$ cat src/rtl/key_scan_ctrl.sv
// 4x4 key matrix scanner: column drive, debounce, auto-repeat and a single-entry
// event register with ready/valid handshake and overflow pulse.
module key_scan_ctrl #(
  parameter logic                 KEY_DOWN_VAL = 1'b0,
  parameter int unsigned          CNT_WIDTH    = 24,
  parameter logic [CNT_WIDTH-1:0] SCAN_DIV     = 24'd50000,
  parameter logic [CNT_WIDTH-1:0] DEB_CNT      = 24'd1000000,
  parameter logic [CNT_WIDTH-1:0] REP_CNT      = 24'd16000000
) (
  input  logic       clk,
  input  logic       rst,
  output logic [3:0] col,
  input  logic [3:0] row,
  output logic       ev_valid,
  input  logic       ev_ready,
  output logic [3:0] ev_code,
  output logic       ev_press,
  output logic       ev_rep,
  output logic       ev_ovf
);

  typedef enum logic [1:0] {
    SCAN     = 2'd0,
    DEBOUNCE = 2'd1,
    HELD     = 2'd2,
    RELEASE  = 2'd3
  } state_t;

  localparam logic                 KEY_UP_VAL = ~KEY_DOWN_VAL;
  localparam logic [CNT_WIDTH-1:0] ONE        = CNT_WIDTH'(1);
  localparam logic [CNT_WIDTH-1:0] SCAN_LAST  = SCAN_DIV - ONE;
  localparam logic [CNT_WIDTH-1:0] DEB_LAST   = DEB_CNT - ONE;
  localparam logic [CNT_WIDTH-1:0] REP_LAST   = REP_CNT - ONE;

  logic [3:0]           row_m, row_s;
  state_t               state, state_nx;
  logic [1:0]           col_idx, col_idx_nx;
  logic [1:0]           row_idx, row_idx_nx;
  logic [CNT_WIDTH-1:0] cnt, cnt_nx;
  logic                 emit, emit_press, emit_rep;
  logic [3:0]           down_vec;
  logic                 key_down;
  logic [1:0]           low_row;

  function automatic logic [3:0] col_drive(input logic [1:0] idx);
    logic [3:0] v;
    v      = {4{KEY_UP_VAL}};
    v[idx] = KEY_DOWN_VAL;
    return v;
  endfunction

  always_ff @(posedge clk) begin
    if (rst) begin
      row_m <= {4{KEY_UP_VAL}};
      row_s <= {4{KEY_UP_VAL}};
    end else begin
      row_m <= row;
      row_s <= row_m;
    end
  end

  always_comb begin
    down_vec = row_s ^ {4{KEY_UP_VAL}};
    key_down = down_vec[row_idx];
    low_row  = 2'd0;
    // Walk downwards so the lowest pressed row wins.
    for (int unsigned i = 4; i > 0; i--) begin
      if (down_vec[i-1]) low_row = 2'(i - 1);
    end
  end

  always_ff @(posedge clk) begin
    if (rst) begin
      state   <= SCAN;
      col_idx <= 2'd0;
      row_idx <= 2'd0;
      cnt     <= '0;
      col     <= col_drive(2'd0);
    end else begin
      state   <= state_nx;
      col_idx <= col_idx_nx;
      row_idx <= row_idx_nx;
      cnt     <= cnt_nx;
      col     <= col_drive(col_idx_nx);
    end
  end

  always_comb begin
    state_nx   = state;
    col_idx_nx = col_idx;
    row_idx_nx = row_idx;
    cnt_nx     = cnt + ONE;
    emit       = 1'b0;
    emit_press = 1'b0;
    emit_rep   = 1'b0;
    case (state)
      SCAN: begin
        if (cnt == SCAN_LAST) begin
          cnt_nx = '0;
          if (|down_vec) begin
            row_idx_nx = low_row;
            state_nx   = DEBOUNCE;
          end else begin
            col_idx_nx = col_idx + 2'd1;
          end
        end
      end
      DEBOUNCE: begin
        if (!key_down) begin
          state_nx   = SCAN;
          col_idx_nx = col_idx + 2'd1;
          cnt_nx     = '0;
        end else if (cnt == DEB_LAST) begin
          state_nx   = HELD;
          cnt_nx     = '0;
          emit       = 1'b1;
          emit_press = 1'b1;
        end
      end
      HELD: begin
        if (!key_down) begin
          state_nx = RELEASE;
          cnt_nx   = '0;
        end else if (REP_CNT == '0) begin
          cnt_nx = cnt;
        end else if (cnt == REP_LAST) begin
          cnt_nx     = '0;
          emit       = 1'b1;
          emit_press = 1'b1;
          emit_rep   = 1'b1;
        end
      end
      RELEASE: begin
        if (key_down) begin
          state_nx = HELD;
          cnt_nx   = '0;
        end else if (cnt == DEB_LAST) begin
          state_nx   = SCAN;
          col_idx_nx = col_idx + 2'd1;
          cnt_nx     = '0;
          emit       = 1'b1;
        end
      end
      default: begin
        state_nx = SCAN;
        cnt_nx   = '0;
      end
    endcase
  end

  // A handshake in the same cycle frees the slot, so the new event is kept.
  always_ff @(posedge clk) begin
    if (rst) begin
      ev_valid <= 1'b0;
      ev_code  <= '0;
      ev_press <= 1'b0;
      ev_rep   <= 1'b0;
      ev_ovf   <= 1'b0;
    end else begin
      ev_ovf <= 1'b0;
      if (emit) begin
        if (!ev_valid || ev_ready) begin
          ev_valid <= 1'b1;
          ev_code  <= {row_idx, col_idx};
          ev_press <= emit_press;
          ev_rep   <= emit_rep;
        end else begin
          ev_ovf <= 1'b1;
        end
      end else if (ev_ready) begin
        ev_valid <= 1'b0;
      end
    end
  end

endmodule

$ cat config.mk
export PLATFORM = sky130hd
export DESIGN_NAME = key_scan_ctrl
export DESIGN_NICKNAME = d
export VERILOG_FILES = /design/src/rtl/key_scan_ctrl.sv
export SDC_FILE = /design/constraint.sdc
export NUM_CORES = 1
export LEC_CHECK = 0
export CORE_MARGIN = 4
export CORE_UTILIZATION = 67
export DETAILED_ROUTE_END_ITERATION = 8
export DONT_BUFFER_PORTS = 1
export GPL_ROUTABILITY_DRIVEN = 1
export PLACE_DENSITY = 0.83
export SETUP_SLACK_MARGIN = 0.15
export SYNTH_ARGS = -nofsm -noshare
export SYNTH_HDL_FRONTEND = slang
export SYNTH_SLANG_ARGS = --single-unit
$ cat constraint.sdc
create_clock -name clk -period 5.6 [get_ports clk]
set_clock_uncertainty 0.05 [all_clocks]
set_input_delay 0.56 -clock clk [delete_from_list [all_inputs] [get_ports clk]]
set_output_delay 0.56 -clock clk [all_outputs]
set_load 0.01 [all_outputs]
==> results.toml <==
[die]
coreArea_um2 = 3128
fp.dieW_um = 66.04
io_pins = 19
die_h_um = 66.04
rows = 20
start_util_pct = 72.16
die_area_um2 = 4361

[worst_setup_path]
crit_fanout = 24
cp-end-kind = "register"
crit_path_start_kind = "register"
worstSetupPathType = "reg2reg"
crit_required_ns = 5.79
arrival_ns = 2.91

[synthesis]
syn_nets = 265
synth_common_cells = "dfxtp_1 (50), nor2_1 (41), nand2_1 (16)"
synthMostInstantiatedCell = "dfxtp_1"
synth.distinct_cells = 42
synthArstFlopShare_pct = 0
ys_seq_area_share_pct = 44.35
yosysWarnings = 0
synth_edf_count = 0
synth_largest_area_cell = "dfxtp_1"
synthTopCellsByArea = "dfxtp_1 (44%), nor2_1 (6.8%), xor2_1 (5.8%), nand3_1 (3.1%), ha_1 (2.8%)"
synthFlopType = "dfxtp_1"
yosys_register_bits = 50
postSynthCellCount = 253
synth_area_per_cell_um2 = 8.922
synth_top_area_share_pct = 44.35
synthesis.area_um2 = 2257

[sta]
fin_crit_ns = 2.720
slew_headroom_pct = 48.32
setup-tns-final_ns = 0
setup_viol_count_final = 0
worst_pin_slew_ns = 0.7753
final-hold-violation-count = 0
rsz0062_at_grt = "false"
period_share_pct = 48.58
slew_viol_final = 0
fmax_ghz = 0.3676

[power_and_ir_drop]
p_leak_nw = 0.8551
powerDensity_nw_per_um2 = 252.2
ir_worst_vdd_uv = 232.1

[cts]
insertion_delay_ns = 0.37
cts_buffers = 5
cts_tree = "built"
root_buffer = "clkbuf_4"
cts_hold_buf = 0
cts.sinks = 50
clk_pin_slew_ns = 0.15
cts_buffer_depth = 2
htreeDepth = 2
cts_resized = 0
postCtsSetupRepairBufs = 0

[global_routing]
grt_pass1_wl_um = 7445
grt_overflow = 0
antenna_found_initial = 0
grt_max_degree = 25
grt_pass1_vias = 1634
gr-usage-all-layers_pct = 22.15

[place]
hpwl_um = 3224
place_inst = 289
io_buffers = 0
gp_congestion = 0.8309

[drt]
route.detailed.vias_per_inst = 5.939
drc_errors = 0
vias = 1764
dr.pass1.iters = 4
drt-initial-drc-count = 129
routedWlPerCell_um = 14.66
drt-total-wl_um = 4355
antenna_left = 0

[layout]
layout.cells.non_filler = 297
nNetsFinal = 264
final_layout_size_suffix_gt1_share_pct = 9.486
syn2layout_area_growth_pct = 4.657
diodes = 0
fillerInstances = 240

[outcome]
outcome = "complete, no violations"

[flow_run]
drv_cap = 0

[min_path]
hold_path_class = "in2reg"
==> area by class of cell <==
cell class	instances	area, µm²	area share, %
Tap cell	44	55.05	2.331
Multi-Input combinational cell	187	1194	50.53
Clock buffer	5	37.54	1.589
Clock inverter	3	45.04	1.907
Sequential cell	50	1001	42.37
Inverter	8	30.03	1.271
==> routing by layer <==
layer  up-vias  part of all wire [%]  GRT usage [%]
met1       818                    47          29.80
met4         0                  0.34          8.629
met3         2                   5.2          5.782
met5         -                     0              0
li1        889                     -              -
met2        55                    47          33.92
==> flip-flops by register name, indices dropped and copies added, names as in the netlist, named ones only <==
signal / cells
cnt: 24
col: 4
ev_code: 4
row_m: 4
row_s: 4
col_idx: 2
row_idx: 2
ev_ovf: 1
ev_press: 1
ev_rep: 1
ev_valid: 1
state: 1
==> worst max-delay path, cell delays in order (launching register included) <==
cell and delay, ns:
dfxtp_1 0.38, nor4_1 0.42, nand4b_1 0.26, nor4_1 0.61, a211o_1 0.70, nor2_1 0.14
==> power by group <==
part / internal, mW / switching, mW
Combinational: 0.00823 / 0.00982
Clock: 0.0937 / 0.116
Sequential: 0.362 / 0.00558
==> cells in the final DEF, fill, tap and decap left out, types with 2 or more instances in the layout <==
cell type   Yosys  final
o21ai_0         3      3
mux2i_1         6      6
or2_2          10     10
a211oi_1        2      2
clkinvlp_4      0      2
nor2_1         41     41
o21a_1          4      4
inv_1           8      8
xnor2_1         7      7
xor2_1         15     15
and4_1          3      3
clkbuf_4        0      5
nand3_1        14     14
dfxtp_1        50     50
nor4b_1         3      3
ha_1            5      5
nand2_1        16     16
nor4_1          8      8
nand2b_1        2      2
nor3_1          8      8
nand4b_1        3      3
nor2b_1         2      2
nand4_1         7      7
a21oi_1         8      8
a221o_1         3      3
==> per-stage QoR <==
step	util, %	setup WS, ns	hold WS, ns	cell area [µm²]	total power [mW]
3_3_place_gp	72.88	2.999	0.3421	2280	0.3924
2_1_floorplan	-	3.282	0.3395	2257	0.3911
4_1_cts	75.52	2.880	0.1710	2362	0.6010
3_5_place_dp	72.88	2.911	0.3457	2280	0.3938
5_1_grt	75.52	2.642	0.1532	2362	0.6179
6_report	75.52	2.880	0.1839	2362	0.5958
==> logic make-up (layout without fill, tap and decap cells) <==
group / after synthesis / count (layout) / share of synthesized area, %
muxes: 7 / 7 / 3.659
xor gates and xnor gates: 22 / 22 / 8.537
adders and majority gates: 5 / 5 / 2.772
and+or+nand+nor: 123 / 123 / 28.22
AOI/OAI and AO/OA: 30 / 30 / 9.701
DFF: 50 / 50 / 44.35
buffers and inverters: 16 / 16 / 2.772
==> final timing paths <==
path / startpoint / endpoint / slack (ns) / depth (start not counted)
worst max-delay path: cnt[20] / cnt[7] / 2.88 / 5
worst min-delay path: rst / ev_press / 0.18 / 1
worst min register to register: row_m[0] / row_s[0] / 0.38 / 1
worst max register to register: cnt[20] / cnt[7] / 2.88 / 5
(Power assumes the default switching activity.)
